--- config.mk ---
export PLATFORM = sky130hd
export DESIGN_NAME = tri_bus_demux_rx
export DESIGN_NICKNAME = d
export VERILOG_FILES = /design/src/rtl/tri_bus_demux_rx.sv
export SDC_FILE = /design/constraint.sdc
export NUM_CORES = 1
export LEC_CHECK = 0
export CAP_MARGIN = 20
export CORE_MARGIN = 2
export CORE_UTILIZATION = 36
export CTS_BUF_LIST = sky130_fd_sc_hd__clkbuf_8
export DETAILED_ROUTE_END_ITERATION = 10
export GPL_ROUTABILITY_DRIVEN = 0
export GPL_TIMING_DRIVEN = 1
export PLACE_DENSITY = 0.64
export SLEW_MARGIN = 30
export SYNTH_ARGS = -nofsm -noshare
export SYNTH_HDL_FRONTEND = slang
export SYNTH_SLANG_ARGS = --single-unit
--- constraint.sdc ---
create_clock -name clk -period 2.5 [get_ports clk]
set_input_delay 0.5 -clock clk [delete_from_list [all_inputs] [get_ports clk]]
set_output_delay 0.5 -clock clk [all_outputs]
set_load 0.005 [all_outputs]
--- src/rtl/tri_bus_demux_rx.sv ---
// Receive side of the 3-source shared tristate bit bus: per-channel LSB-first
// deserialiser with valid/ack handoff. Optional even parity: define PARITY_CHECK_EN.
module tri_bus_demux_rx #(
    parameter int WIDTH = 8
) (
    input  logic             clk,
    input  logic             rst_n,
    input  logic             bus_in,
    input  logic [2:0]       sel,
    input  logic             bus_vld,
    output logic [WIDTH-1:0] dout0,
    output logic [WIDTH-1:0] dout1,
    output logic [WIDTH-1:0] dout2,
    output logic [2:0]       dvalid,
    input  logic [2:0]       dack,
    output logic [2:0]       ovf,
    input  logic             ovf_clr,
    output logic [2:0]       perr
);

`ifdef PARITY_CHECK_EN
    localparam int FRAME = WIDTH + 1;
`else
    localparam int FRAME = WIDTH;
`endif
    // Shift register keeps every frame bit except the one arriving on completion.
    localparam int SHW = FRAME - 1;
    localparam int CW  = $clog2(FRAME + 1);
    localparam logic [CW-1:0] LAST = CW'(FRAME - 1);

    logic [SHW-1:0]   sh_q     [3];
    logic [SHW-1:0]   sh_d     [3];
    logic [CW-1:0]    cnt_q    [3];
    logic [CW-1:0]    cnt_d    [3];
    logic [WIDTH-1:0] dout_q   [3];
    logic [WIDTH-1:0] dout_d   [3];
    logic [2:0]       dvalid_q;
    logic [2:0]       dvalid_d;
    logic [2:0]       ovf_q;
    logic [2:0]       ovf_d;

    logic [2:0]       hit;
    logic [2:0]       done;
    logic [SHW:0]     frame_w  [3];
    logic [WIDTH-1:0] word     [3];

    always_comb begin
        hit = '0;
        if (bus_vld) begin
            case (sel)
                3'b001:  hit[0] = 1'b1;
                3'b010:  hit[1] = 1'b1;
                3'b011:  hit[2] = 1'b1;
                default: hit    = '0;
            endcase
        end
    end

    always_comb begin
        for (int unsigned i = 0; i < 3; i++) begin
            frame_w[i] = {bus_in, sh_q[i]};
            word[i]    = frame_w[i][WIDTH-1:0];
            done[i]    = hit[i] && (cnt_q[i] == LAST);
            sh_d[i]    = hit[i] ? frame_w[i][SHW:1] : sh_q[i];
            if (done[i]) begin
                cnt_d[i] = '0;
            end else if (hit[i]) begin
                cnt_d[i] = cnt_q[i] + 1'b1;
            end else begin
                cnt_d[i] = cnt_q[i];
            end
        end
    end

    always_comb begin
        dout_d   = dout_q;
        dvalid_d = dvalid_q;
        ovf_d    = ovf_q & ~{3{ovf_clr}};
        for (int unsigned i = 0; i < 3; i++) begin
            if (dvalid_q[i] && dack[i]) begin
                dvalid_d[i] = 1'b0;
            end
            // An ack in the completion cycle frees the slot for the new word.
            if (done[i]) begin
                if (!dvalid_q[i] || dack[i]) begin
                    dout_d[i]   = word[i];
                    dvalid_d[i] = 1'b1;
                end else begin
                    ovf_d[i] = 1'b1;
                end
            end
        end
    end

    always_ff @(posedge clk or negedge rst_n) begin
        if (!rst_n) begin
            for (int unsigned i = 0; i < 3; i++) begin
                sh_q[i]   <= '0;
                cnt_q[i]  <= '0;
                dout_q[i] <= '0;
            end
            dvalid_q <= '0;
            ovf_q    <= '0;
        end else begin
            sh_q     <= sh_d;
            cnt_q    <= cnt_d;
            dout_q   <= dout_d;
            dvalid_q <= dvalid_d;
            ovf_q    <= ovf_d;
        end
    end

`ifdef PARITY_CHECK_EN
    logic [2:0] perr_q;
    logic [2:0] perr_d;

    always_comb begin
        perr_d = perr_q;
        for (int unsigned i = 0; i < 3; i++) begin
            if (dvalid_q[i] && dack[i]) begin
                perr_d[i] = 1'b0;
            end
            if (done[i] && (!dvalid_q[i] || dack[i])) begin
                perr_d[i] = ^frame_w[i];
            end
        end
    end

    always_ff @(posedge clk or negedge rst_n) begin
        if (!rst_n) begin
            perr_q <= '0;
        end else begin
            perr_q <= perr_d;
        end
    end

    assign perr = perr_q;
`else
    assign perr = '0;
`endif

    assign dout0  = dout_q[0];
    assign dout1  = dout_q[1];
    assign dout2  = dout_q[2];
    assign dvalid = dvalid_q;
    assign ovf    = ovf_q;

endmodule

Yosys cells after proc, flatten, opt, wreduce, memory -nomap -nowiden
Cells that the tools add are included.

Register bits after elaboration: 63. Bits of input ports: 11. Word-level logic and storage cells: 65.

Add/subtract/negate cells: 3. Eq/ne operators: 6. Muxes and demuxes: 25. Bitwise gates (word level): 2. Reductions and logical operators: 18.

Operators with widths (count): two-way mux 4 bit (6); two-way mux 1 bit (18); adder 4 x 1 -> 4 bit (second input constant) (3); equality test 4 x 3 -> 1 bit (second input constant) (3); equality test 3 x 2 -> 1 bit (second input constant) (2); logical AND 1 bit (6); AND reduction 2 bit (3); nonzero test 2 bit (3); AND 3 bit (1); equality test 3 x 1 -> 1 bit (second input constant) (1); zero test 1 bit (3); logical OR 1 bit (3); two-way mux 3 bit (1); NOT 3 bit (1).

Longest topological paths before layout
Depth in word-level cells: 5. Gate-level depth with buffers: 5.

Least setup slack after synthesis
OpenSTA, ideal clock, no wires.

Path type: input to register. From: in sel[2]. To: reg dout_q (netlist bit dout0[0]). Data arrival time: 1.446 ns. Required time: 2.375 ns. Setup slack: 0.929 ns. Cell stages on the path: 4. Path buffers: 1. Cell sequence: and4bb_4 -> and3b_1 -> buf_6 -> mux2_4.

Cells in the longest elaborated chain, start to end: 5.

RTL lines: from (decl) (line 9) `input logic [2:0] sel,`; equality test 3 x 1 -> 1 bit (line 50) `case (sel)`; two-way mux 1 bit (line 50); two-way mux 3 bit (line 49) `if (bus_vld) begin`; logical AND 1 bit (line 63) `done[i] = hit[i] && (cnt_q[i] == LAST);`; AND reduction 2 bit (no line); to (signal assigned) (line 107) `dout_q <= dout_d;`; to (decl) (line 35) `logic [WIDTH-1:0] dout_q [3];`.

Every way passes these cells. A chain may end at the register's enable or synchronous reset.

Worst setup path after layout
From: in sel[1]. To: reg dout_q (netlist bit dout2[1]).

Cells in the longest elaborated chain, start to end: 5.

RTL lines (line): equality test 3 x 2 -> 1 bit (50); two-way mux 1 bit (50); two-way mux 3 bit (49); logical AND 1 bit (63); AND reduction 2 bit (no line).

Every way passes these cells.

==> results.md <==
Run status:
- The run finished with clean final reports.

Clocking:
- The number of post-CTS setup repair buffers is 0.
- The clock tree buffer depth is 2.
- The CTS tree is yes.
- After clock tree synthesis, the clock-pin slew on the worst setup and hold paths is approximately 0.070 ns.
- The clock latency on the worst-skew pair is approximately 0.33 ns.
- The buffer cell driving the clock tree root is clkbuf_8.
- The total clock buffers created by CTS is 9.
- The number of levels the H-tree was split into is 3.
- The number of clock sinks seen by CTS is between 60 and 70.

Logic synthesis:
- Counting flops and latches in the post-synthesis netlist gives 63.
- The mean instance size in the synthesized netlist is 13.9 µm².
- The biggest area contributor in the post-synthesis netlist is dfrtp_1.
- In this run the biggest area consumer among cell types represents roughly 60% of the synthesized area.
- In this run, synthesis inferred 0 flip-flops with an integrated enable.
- The async set or reset register ratio after synthesis is 100%.
- For this run, the register share of the synthesized area comes to 59.9%.
- Synthesis produced a netlist whose cell count is 190.
- Counting distinct cell types in the post-synthesis netlist gives 27.
- The flip-flop cell with the highest count after synthesis is dfrtp_1.
- The total number of yosys warnings is 0.
- After synthesis the cells add up to about 0.0026 mm².
- Yosys attributes the largest share of cell area to dfrtp_1, mux2_2, mux2_4, nand2_1, ha_1.

Drt:
- The first TritonRoute pass finished after 4 iterations.
- The routed length per placed instance is ~13 µm.
- Using the TritonRoute via totals, the vias-per-cell ratio works out to around 4.5.
- Wires add up to about 4400 µm.
- The total number of vias is between 1500 and 2000.
- The number of DRC markers in iteration 0 is slightly below 60.
- The number of nets with antenna violations after detailed routing is 0.
- The remaining design rule violation count is 0.

Timing:
- Setup repair after global routing left no endpoint under its margin.
- The post-route clock period utilization is between 70% and 80%.
- The total count of max-transition violations in the final report was 0.
- The worst path in the final design needs a cycle of ~1.8 ns, including I/O delays and setup.
- After layout, the worst setup slack is roughly 0.66 ns.
- The final hold violation count is 0.
- The maximum clock rate is 544 MHz.
- Across all hold checks on the routed design, the worst slack comes to around 0.48 ns.
- Clock skew on the completed layout was measured at 0.0104 ns.
- Adding up every negative setup slack in the final design gives 0 ns.
- The setup violation total in the final timing report is 0.

Cells and area:
- The final cell area excluding filler cells is 0.00337 mm².
- The final layout net count is ~260.
- The number of antenna diodes is 0.
- The share of layout cells above drive strength 1 is between 20% and 30%.
- Relative to the synthesized area, the layout overhead comes to 27.9%.

Critical path:
- Along the worst path, the maximum fanout reaches 8.
- On the worst path, the slowest cell contributes a delay of between 0.5 and 0.6 ns.
- The required time of the worst setup path is 2.72 ns.
- The reg-to-reg setup timing slack is roughly 0.82 ns.
- The library cell contributing the largest single delay on the critical path is clkdlybuf4s50_1.
- The data arrival time of the critical path is around 2.1 ns.
- The number of cells on the worst reg-to-reg path is 4.
- The worst setup path is launched from a primary input.
- The type of element capturing the critical path is a flop.
- The worst register-to-register path begins at cnt_q[0]$_DFFE_PN0P_.
- The worst register-to-register path ends at dout2[1]$_DFFE_PN0P_.
- Among cell families on the critical path, the largest total delay comes from simple AND/OR/NAND/NOR gates.
- The path type of the worst setup path is primary input to flop.
- Traced cell by cell, the critical path runs through clkdlybuf4s50_1 -> nand4b_4 -> nor3b_4 -> mux2_2.
- The number of buffers and inverters on the critical path is 1.

Die:
- The die area is ~0.008 mm².
- The area inside the core boundary is about 0.007 mm².
- The die is 89.5 µm tall.
- For this configuration, the core starts out at a cell density of 36.7%.
- In this run the count of I/O pins placed on the die edge is 44.
- The floorplan has 31 rows.
- The die is 89.5 µm wide.

Power:
- The analysis attributes to cell leakage a power of around 1.6 nW.
- The power density over the cells is between 700 and 800 mW/mm².
- The worst supply voltage drop on vdd is 306 µV.
- Total power for the finished layout comes to 2.58 mW.

Worst hold path:
- Counting instances, the worst hold path has a depth of 2.
- The path with the worst hold slack has its endpoint at frame_w[0]$_DFFE_PN0P_.
- The worst min-delay path class is flop to flop.
- The launch point of the worst hold path is frame_w[0]$_DFFE_PN0P_.

Place:
- The number of input and output port buffers inserted is 40.
- At the placement stage, the worst setup path has a slack of between 0.3 and 0.4 ns.
- The cell area reported after detailed placement is ~0.0032 mm².
- The sum of net half-perimeters after detailed placement is 2920 µm.

Global routing:
- Entering global routing, the biggest net connects approximately 60 pins.
- For this run, the total global-route usage over all layers was measured as approximately 12%.
- The number of global-route vias before repair is roughly 1500.
- The initial antenna violation count came to 0.
- The remaining global-route overflow is 0.
- The first global-routing pass estimated about 7400 µm of wire.

Run:
- The count of max-cap constraint violations is 0.
## Yosys cell counts (2+ instances only)
master	count
nand3b_1	3
buf_6	2
nor2_1	2
nand2_1	33
buf_2	3
nand4b_1	2
mux2_4	16
buf_4	3
mux2_2	26
xnor2_1	3
and3b_1	2
nand2b_1	3
dfrtp_1	63
and4bb_4	2
o21ai_0	4
o22ai_1	3
nand3_1	3
ha_1	3
nand4_1	2
inv_1	5
## cell families after synthesis
logic type,share of synthesized area [%]
XOR/XNOR,0.998
multiplexers,20.2
AND/OR/NAND/NOR,12.7
adder cells (fa/ha/maj),1.43
AO/OA/AOI/OAI,1.47
flip-flops,59.9
other,0.142
buffers and inverters,3.14
## cell usage in the layout (no fill, tap or decap), types with 4 or more instances in the layout
master,count
clkbuf_8,9
mux2_2,26
mux2_4,16
dfrtp_1,63
nand2_1,33
o21ai_0,4
buf_4,5
clkdlybuf4s50_1,39
inv_1,8
## repair_timing
action	CTS	global route
endpoints found under the setup margin	0	0
hold endpoints to repair	5	0
gates resized for setup	0	0
hold buffers	1	0
## metal layers
| layer | track usage, % | vias up | wire length (µm) |
|---|---|---|---|
| met1 | 18.1 | 770 | 2240 |
| met4 | 6.92 | 0 | 80 |
| met5 | 0 | - | 0 |
| met2 | 16.7 | 36 | 1850 |
| met3 | 3.32 | 7 | 197 |
| li1 | - | 746 | - |
## cell type report
class	instances	area, µm²
well taps	99	124
flip-flops and latches	63	1580
repair buffers	47	463
fillers	645	3810
clock inverters	7	81.3
multi-input cells	115	981
clock buffers	9	124
inverters	5	18.8
## sequential cells by signal, indices dropped and copies added (netlist names)
signal   cells
dout0        8
ovf          3
dout2        8
cnt_q       12
dvalid       3
dout1        8
frame_w     21
## worst max-delay path by stage
stage,to,slack [ns],cells past startpoint,from
finish,dout2[1]$_DFFE_PN0P_,0.66,4,sel[1]
global route,dout2[1]$_DFFE_PN0P_,0.55,4,bus_vld
CTS,dout2[1]$_DFFE_PN0P_,0.65,4,sel[1]
detailed placement,dout2[1]$_DFFE_PN0P_,0.31,4,sel[1]
global placement,dout2[4]$_DFFE_PN0P_,0.33,4,sel[1]
floorplan,dout0[0]$_DFFE_PN0P_,0.93,4,sel[2]
## worst register-to-register path: stages (launching register included)
cell,delay [ns]
dfrtp_1,0.38
ha_1,0.20
nand3b_1,0.15
nor3b_4,0.45
mux2_2,0.40
## where the power goes
part	leakage, nW	switching, mW	internal (mW)
Clock	0.117	0.360	0.547
Combinational	0.628	0.128	0.217
Sequential	0.848	0.132	1.19
## through the flow
stage               instances  utilization, %
finish                    345            46.9
global route              345            46.9
CTS                       345            46.9
detailed placement        328            43.9
global placement          328            43.9
floorplan                 192               -
Power figures use the tool's default switching activity.
